$ cat config.mk
export PLATFORM = sky130hd
export DESIGN_NAME = lut_truth_reader
export DESIGN_NICKNAME = d
export VERILOG_FILES = /design/src/rtl/lut_reader_pkg.sv /design/src/rtl/settle_timer.sv /design/src/rtl/lut_truth_reader.sv
export SDC_FILE = /design/constraint.sdc
export NUM_CORES = 1
export LEC_CHECK = 0
export ABC_AREA = 1
export BUFFER_PORTS_ARGS = -buffer_cell sky130_fd_sc_hd__buf_2
export CORE_MARGIN = 2
export CORE_UTILIZATION = 59
export DETAILED_ROUTE_END_ITERATION = 16
export PLACE_DENSITY = 0.83
export SETUP_SLACK_MARGIN = 0.3
export SYNTH_ARGS = -nofsm -noshare
export SYNTH_HDL_FRONTEND = slang
export SYNTH_SLANG_ARGS = --single-unit
$ cat constraint.sdc
create_clock -name clk -period 3.6 [get_ports clk]
set_clock_uncertainty 0.1 [all_clocks]
set_input_delay 0.18 -clock clk [delete_from_list [all_inputs] [get_ports clk]]
set_output_delay 0.18 -clock clk [all_outputs]
set_load 0.02 [all_outputs]
$ cat src/rtl/lut_reader_pkg.sv
// lut_reader_pkg
// Shared types and constants for the LUT truth-table reader.
//   state_t     : reader FSM states
//   NUM_VECTORS : number of input vectors swept (3-input LUT -> 8)
//   IDX_W       : width of the vector index
//   LAST_IDX    : index of the final vector in a sweep
package lut_reader_pkg;

    localparam int NUM_VECTORS = 8;
    localparam int IDX_W       = 3;

    localparam logic [IDX_W-1:0] LAST_IDX = IDX_W'(NUM_VECTORS - 1);

    typedef enum logic [2:0] {
        ST_IDLE,
        ST_DRIVE,
        ST_SETTLE,
        ST_SAMPLE,
        ST_DONE
    } state_t;

endpackage

$ cat src/rtl/settle_timer.sv
// settle_timer
// Down-counter that sets the settle wait between driving a vector and
// sampling the cell output.
//   clk, rst_n : clock, async active-low reset
//   load       : load counter with load_val
//   load_val   : settle cycle count
//   count      : decrement this cycle (saturates at zero)
//   expire     : counter currently holds 1, i.e. this is the last wait cycle
module settle_timer #(
    parameter int SETTLE_W = 4
) (
    input  logic                clk,
    input  logic                rst_n,
    input  logic                load,
    input  logic [SETTLE_W-1:0] load_val,
    input  logic                count,
    output logic                expire
);

    logic [SETTLE_W-1:0] cnt;

    always_ff @(posedge clk or negedge rst_n) begin
        if (!rst_n) begin
            cnt <= '0;
        end else if (load) begin
            cnt <= load_val;
        end else if (count && (cnt != '0)) begin
            cnt <= cnt - SETTLE_W'(1);
        end
    end

    assign expire = (cnt == SETTLE_W'(1));

endmodule

$ cat src/rtl/lut_truth_reader.sv
// lut_truth_reader
// Sweeps all eight input vectors of a 3-input LUT cell, waits a programmable
// number of settle cycles per vector, samples the cell output and builds its
// truth table, then compares it against a reference table.
//   clk, rst_n            : clock, async active-low reset
//   start                 : one-cycle read request, honoured only when idle
//   settle_cycles         : wait cycles per vector (latched on start)
//   expected              : reference truth table (latched on start)
//   dut_a, dut_b, dut_sel : stimulus to the cell, {sel,b,a} = vector index
//   dut_c                 : cell output, same clock domain
//   busy                  : read in progress (through the done cycle)
//   done                  : one-cycle completion pulse
//   truth_table           : captured table, bit i = dut_c for vector i
//   match                 : truth_table == latched reference, valid from done
module lut_truth_reader
    import lut_reader_pkg::*;
#(
    parameter int SETTLE_W = 4
) (
    input  logic                   clk,
    input  logic                   rst_n,
    input  logic                   start,
    input  logic [SETTLE_W-1:0]    settle_cycles,
    input  logic [NUM_VECTORS-1:0] expected,
    output logic                   dut_a,
    output logic                   dut_b,
    output logic                   dut_sel,
    input  logic                   dut_c,
    output logic                   busy,
    output logic                   done,
    output logic [NUM_VECTORS-1:0] truth_table,
    output logic                   match
);

    state_t state, state_nxt;

    logic [IDX_W-1:0]       idx;
    logic [SETTLE_W-1:0]    settle_q;
    logic [NUM_VECTORS-1:0] exp_q;
    logic [NUM_VECTORS-1:0] tt_nxt;
    logic                   accept;
    logic                   last;
    logic                   tmr_load;
    logic                   tmr_count;
    logic                   tmr_expire;

    assign accept = (state == ST_IDLE) && start;
    assign last   = (idx == LAST_IDX);

    settle_timer #(
        .SETTLE_W (SETTLE_W)
    ) u_timer (
        .clk      (clk),
        .rst_n    (rst_n),
        .load     (tmr_load),
        .load_val (settle_q),
        .count    (tmr_count),
        .expire   (tmr_expire)
    );

    always_ff @(posedge clk or negedge rst_n) begin
        if (!rst_n) state <= ST_IDLE;
        else        state <= state_nxt;
    end

    always_comb begin
        state_nxt = state;
        tmr_load  = 1'b0;
        tmr_count = 1'b0;
        case (state)
            ST_IDLE:   if (start) state_nxt = ST_DRIVE;
            ST_DRIVE: begin
                tmr_load  = 1'b1;
                state_nxt = (settle_q != '0) ? ST_SETTLE : ST_SAMPLE;
            end
            ST_SETTLE: begin
                tmr_count = 1'b1;
                if (tmr_expire) state_nxt = ST_SAMPLE;
            end
            ST_SAMPLE: state_nxt = last ? ST_DONE : ST_DRIVE;
            ST_DONE:   state_nxt = ST_IDLE;
            default:   state_nxt = ST_IDLE;
        endcase
    end

    // Table with the current sample merged in; match is computed from it so
    // the comparison is already valid in the done cycle.
    always_comb begin
        tt_nxt      = truth_table;
        tt_nxt[idx] = dut_c;
    end

    always_ff @(posedge clk or negedge rst_n) begin
        if (!rst_n) begin
            idx         <= '0;
            settle_q    <= '0;
            exp_q       <= '0;
            truth_table <= '0;
            match       <= 1'b0;
        end else if (accept) begin
            idx         <= '0;
            settle_q    <= settle_cycles;
            exp_q       <= expected;
            truth_table <= '0;
            match       <= 1'b0;
        end else if (state == ST_SAMPLE) begin
            truth_table <= tt_nxt;
            if (last) match <= (tt_nxt == exp_q);
            else      idx   <= idx + IDX_W'(1);
        end
    end

    // idx only moves on start and after a sample, so it is also the
    // "last vector driven" while idle.
    assign {dut_sel, dut_b, dut_a} = idx;
    assign busy = (state != ST_IDLE);
    assign done = (state == ST_DONE);

endmodule
# Word-level counts from Yosys, hierarchy flattened
# Index checks and enable logic that the tools add are counted.
op_classes:
  n_addsub: 2
  magnitude_cmp: 2
  n_eq_ne: 10
  muxes: 20
  n_reduce_logical: 13
op_table:
  columns: ["operator", "n"]
  rows:
  - ["$mux W3", 6]
  - ["$mux W8", 2]
  - ["$pmux W3 S4", 1]
  - ["$bwmux W8", 1]
  - ["$eq A8 B8 Y1", 1]
  - ["$mux W4", 2]
  - ["$reduce_bool A4 Y1", 2]
  - ["$mux W1", 7]
  - ["$eq A3 B2 Y1 const B", 2]
  - ["$eq A3 B3 Y1 const B", 2]
  - ["$ne A2 B2 Y1 const B", 3]
  - ["$reduce_and A2 Y1", 3]
  - ["$reduce_bool A2 Y1", 3]
  - ["$eq A4 B1 Y1 const B", 1]
  - ["$lt A3 B4 Y1 const B", 1]
  - ["$sub A4 B1 Y4 const B", 1]
  - ["$add A3 B1 Y3 const B", 1]
  - ["$demux W1 S3", 1]
  - ["$eq A3 B1 Y1 const B", 1]
  - ["$ge A3 B1 Y1 const B", 1]
  - ["$logic_and A1 B1 Y1", 3]
  - ["$logic_not A3 Y1", 1]
  - ["$reduce_bool A3 Y1", 1]
totals:
  regBits: 31
  input_bits: 16
  out_inout_bits: 14

# Depth between registers and ports, before layout
depth:
  ltp_word: 9
  mapped_depth: 10

# Hierarchy
# Synthesis repeated with hierarchy kept, for this count alone.
unflattened:
  cells_unflattened: 224
  area_unflattened_um2: 1773.0
by_module_without_submodules:
  columns: ["module", "instances", "cells_each", "area_each_um2", "seq_area_each_um2"]
  rows:
  - ["lut_truth_reader", 1, 187, 1491.4, 675.6]
  - ["settle_timer", 1, 37, 281.5, 100.1]

# Worst setup path before layout
# No wires, ideal clock.
synth_timing:
  kind: "register to register"
  start: "register idx[0]"
  end: "register match"
  setup_ns: 0.077
  arrival_time_ns: 1.283
  path_slack_ns: 2.139
  path_stages_with_launch: 11
  path_buffers: 1
  period_less_slack_ns: 1.461
  path_cell_list: "dfrtp_1 > inv_1 > buf_4 > nand3_1 > nand2_1 > nand3_1 > nand2_1 > nand2_1 > nor2_1 > nand2_1 > a21oi_1"
synth_between:
  elab_chain_len: 9
  elab_cells_between_ends: 13
synth_lines:
  columns: ["element", "line", "source"]
  rows:
  - ["from (decl)", "lut_truth_reader.sv:37", "logic [IDX_W-1:0] idx;"]
  - ["from (signal assigned)", "lut_truth_reader.sv:109", "else idx <= idx + IDX_W'(1);"]
  - ["$lt A3 B4 Y1 (implied by the code) or $ge A3 B1 Y1 (tied branches)", "lut_truth_reader.sv:90", "tt_nxt[idx] = dut_c;"]
  - ["$logic_and A1 B1 Y1 (implied by the code)", "lut_truth_reader.sv:90", null]
  - ["$mux W1 (implied by the code)", "lut_truth_reader.sv:90", null]
  - ["$demux W1 S3", "lut_truth_reader.sv:90", null]
  - ["$bwmux W8", "lut_truth_reader.sv:90", null]
  - ["$eq A8 B8 Y1", "lut_truth_reader.sv:108", "if (last) match <= (tt_nxt == exp_q);"]
  - ["$mux W1", "lut_truth_reader.sv:108", null]
  - ["$mux W1", "lut_truth_reader.sv:106", "end else if (state == ST_SAMPLE) begin"]
  - ["$mux W1", "lut_truth_reader.sv:100", "end else if (accept) begin"]
  - ["to (signal assigned)", "lut_truth_reader.sv:108", null]
  - ["to (decl)", "lut_truth_reader.sv:32", "output logic match"]
# Parallel ways exist; a longest one is shown, timed or not. The select of a mux whose other input is x is not followed.
# A chain may end at the register's enable or synchronous reset.

# Worst setup path in the final report
layout_timing:
  start: "register state[2]"
  end: "register settle_q[3]"
layout_between:
  elab_chain_len: 2
layout_lines:
  columns: ["element", "line", "source"]
  rows:
  - ["from (decl)", "lut_truth_reader.sv:35", "state_t state, state_nxt;"]
  - ["from (signal assigned)", "lut_truth_reader.sv:63", "else state <= state_nxt;"]
  - ["$logic_not A3 Y1", "lut_truth_reader.sv:47", "assign accept = (state == ST_IDLE) && start;"]
  - ["$logic_and A1 B1 Y1", "lut_truth_reader.sv:47", null]
  - ["to (signal assigned)", "lut_truth_reader.sv:102", "settle_q <= settle_cycles;"]
  - ["to (decl)", "lut_truth_reader.sv:38", "logic [SETTLE_W-1:0] settle_q;"]
# No other way between the ends.

==> flow_summary.rst <==
.. list-table::
   :header-rows: 1

   * - Metric
     - Value
   * - Worst voltage drop across the vdd grid
     - 0.000530 V
   * - Max Cap Viol
     - 0
   * - Worst Path Class, Setup
     - flop to flop
   * - Clock slew seen by the registers of the worst setup and hold paths
     - 0.08 ns
   * - Async set-or-reset flop fraction in the synthesized netlist
     - 100%
   * - Post-synth top area cell
     - sky130_fd_sc_hd__dfrtp_1
   * - Share of the core filled with cells in the final layout
     - 71.3%
   * - Depth of the CTS H-tree
     - 2
   * - Top cells by count, synth
     - 48 x sky130_fd_sc_hd__nand2_1, 31 x sky130_fd_sc_hd__dfrtp_1, 31 x sky130_fd_sc_hd__nand3_1
   * - Signal arrival time at the worst endpoint
     - 2.17 ns
   * - Initial Utilization
     - 62.2%
   * - Cell area after synthesis
     - 1710 µm²
   * - Outcome
     - completed
   * - # rows
     - 19
   * - Cts repair resizes
     - 0
   * - Yosys warning total
     - 0
   * - Final worst hold slack
     - 0.0167 ns
   * - First DRT Iteration DRCs
     - 132
   * - Via count
     - 1587
   * - Post-synthesis sequential element count
     - 31
   * - Final routed wirelength across all metal layers
     - 3.59 mm
   * - Final Hold Fails
     - 0
   * - Cell Area, Placed
     - 1870 µm²
   * - Layout cells sized above 1
     - 16.6%
   * - # diodes
     - 0
   * - Slew @ Worst Pin
     - 0.672 ns
   * - Die ar.
     - 3350 µm²
   * - Maximum clock insertion buffer count
     - 2
   * - Maximum number of pins on one net before global-route repair
     - 32
   * - Count of antenna-violating nets left after detailed routing
     - 0
   * - Wire length of the first global-routing pass
     - 6.15 mm
   * - Normalized max-slew margin
     - 55.1%
   * - Total global routing overflow
     - 0
   * - Post-route design area
     - 1970 µm²
   * - Pleak
     - 1.03 nW
   * - Die boundary width
     - 57.9 µm
   * - Crit path max fanout
     - 16
   * - Final total power
     - 1.59 mW
   * - Final Max Tran Viols
     - 0
   * - Instance count of the mapped netlist
     - 223
   * - Type of element launching the critical path
     - flop
   * - Total of fill cells in the finished design
     - 238
   * - Mean routed wirelength per cell
     - 12.4 µm
   * - Portion of the post-synthesis area used by sequential elements
     - 45.3%
   * - Library cell with the highest instance count after synthesis
     - sky130_fd_sc_hd__nand2_1
   * - Antenna violations before repair
     - 0
   * - Crit end category
     - flop
   * - Weighted congestion at the end of routability-driven global placement
     - 0.801
   * - Worst reg-to-reg setup slack
     - 1.53 ns
   * - Setup bufs post-CTS
     - 0
   * - Number of I/O pins
     - 30
   * - Drc violations
     - 0
   * - Fin crit period
     - 2.07 ns
   * - Final Cycle Share
     - 57.5%
   * - Setup Total Neg Slack
     - 0 ns
   * - Input/output buffers
     - 29
   * - Clock insertion delay at the later pin of the skew report
     - 0.31 ns
   * - Vias in the first global route
     - 1466
   * - RSZ-0062 raised after global routing
     - no
   * - Top cells by area in the synthesized netlist
     - sky130_fd_sc_hd__dfrtp_1 45%, sky130_fd_sc_hd__nand2_1 11%, sky130_fd_sc_hd__nand3_1 9.1%
   * - Number of nets in the layout
     - 280
   * - Area share of the leading cell type in the synthesized netlist
     - 45.3%
   * - First-pass iteration count of the detailed router
     - 4
   * - Sink count of the clock tree
     - 31
   * - Number of buffers inserted during clock tree synthesis
     - 5
   * - Required time of the worst setup path
     - 3.70 ns
   * - HPWL after detailed placement
     - 2.58 mm
   * - Total Routing Usage GR
     - 24.3%
   * - Placeable core area
     - 2760 µm²
   * - Number of hold buffers added after CTS
     - 6
   * - Avg Synthesized Cell Area
     - 7.69 µm²
   * - F_max
     - 0.483 GHz
   * - Clock tree from TritonCTS
     - done
   * - Setup Viol. Count Final
     - 0
   * - Net count after synthesis
     - 243
   * - Root buffer cell
     - sky130_fd_sc_hd__clkbuf_4
   * - Height of the die
     - 57.9 µm
   * - P per Cell Area
     - 809 nW/µm²
   * - Type of the most critical hold path
     - input pin to flop
   * - Post-synth EDFFs
     - 0
   * - Post-synthesis to final-layout area growth
     - 14.7%
   * - Via density per instance
     - 5.47
   * - Most instantiated flip-flop cell in the synthesis netlist
     - sky130_fd_sc_hd__dfrtp_1
   * - Count of distinct cell types in the synthesized netlist
     - 23
-- cell type report --
class / instances / area (µm²) / share of cell area, %
Clock buffer: 6 / 41.3 / 2.10
Inverter: 31 / 116 / 5.92
Multi-Input combinational cell: 155 / 782 / 39.8
Sequential cell: 31 / 776 / 39.4
Tap cell: 31 / 38.8 / 1.97
Timing Repair Buffer: 36 / 213 / 10.8
-- power breakdown --
part	switching, mW	internal (mW)
Sequential	0.133	0.491
Clock	0.104	0.0694
Combinational	0.511	0.284
Total	0.748	0.844
-- path summary, 6_finish.rpt --
kind                       depth (start not counted)        start             end
setup / recovery                                   4     state[2]     settle_q[3]
hold / removal                                     3  expected[7]        exp_q[7]
setup reg to reg                                   4     state[2]     settle_q[3]
hold reg to reg                                    2     state[1]        state[1]
max in group asynchronous                          2        rst_n     settle_q[1]
min in group asynchronous                          2        rst_n  u_timer.cnt[0]
-- worst max-delay path, cell delays in order (launching register included) --
cell	delay (ns)
sky130_fd_sc_hd__dfrtp_1	0.43
sky130_fd_sc_hd__nor2_1	0.24
sky130_fd_sc_hd__nand3_1	0.53
sky130_fd_sc_hd__buf_4	0.38
sky130_fd_sc_hd__mux2_2	0.28
-- per-layer routing --
| metal | vias up | wire length, µm | GRT usage, % |
|---|---|---|---|
| met5 | - | 0 | 0 |
| met4 | 0 | 13 | 11.3 |
| met3 | 2 | 305 | 5.13 |
| met2 | 69 | 1720 | 38.3 |
| met1 | 705 | 1560 | 32.4 |
| li1 | 811 | - | - |
-- cells by family (layout without fill, tap and decap cells) --
family	after synthesis	count (layout)	synth area share, %
and+or+nand+nor	116	116	30.4
muxes	3	3	1.97
xor gates and xnor gates	1	1	0.511
adders and majority gates	4	4	2.92
buffers and inverters	37	73	9.12
AOI/OAI and AO/OA	31	31	9.78
DFF	31	31	45.3
-- layout by cell type, fill, tap and decap left out, types with 2 or more instances in the layout --
| cell type | netlist | final |
|---|---|---|
| sky130_fd_sc_hd__ha_1 | 4 | 4 |
| sky130_fd_sc_hd__clkbuf_4 | 0 | 5 |
| sky130_fd_sc_hd__o21ai_0 | 13 | 13 |
| sky130_fd_sc_hd__dfrtp_1 | 31 | 31 |
| sky130_fd_sc_hd__nand2_1 | 48 | 48 |
| sky130_fd_sc_hd__buf_2 | 2 | 29 |
| sky130_fd_sc_hd__inv_1 | 30 | 30 |
| sky130_fd_sc_hd__dlygate4sd3_1 | 0 | 6 |
| sky130_fd_sc_hd__a21oi_1 | 12 | 12 |
| sky130_fd_sc_hd__mux2_2 | 3 | 3 |
| sky130_fd_sc_hd__nand3_1 | 31 | 31 |
| sky130_fd_sc_hd__nor3_1 | 2 | 2 |
| sky130_fd_sc_hd__o22ai_1 | 3 | 3 |
| sky130_fd_sc_hd__nand4_1 | 10 | 10 |
| sky130_fd_sc_hd__nor2_1 | 21 | 21 |
-- through the flow --
stage | setup WS, ns | std cells
after global placement | 1.64 | 278
after global routing | 1.41 | 290
final | 1.53 | 290
after floorplan | 2.14 | 223
after CTS | 1.56 | 290
after detailed placement | 1.57 | 278
-- registers in the layout, summed over array words and instances (netlist names) --
register,count
settle_q,4
exp_q,8
match,1
state,3
truth_table,8
u_timer.cnt,4
idx,3
Note: power is estimated with default switching activity, not from simulation.
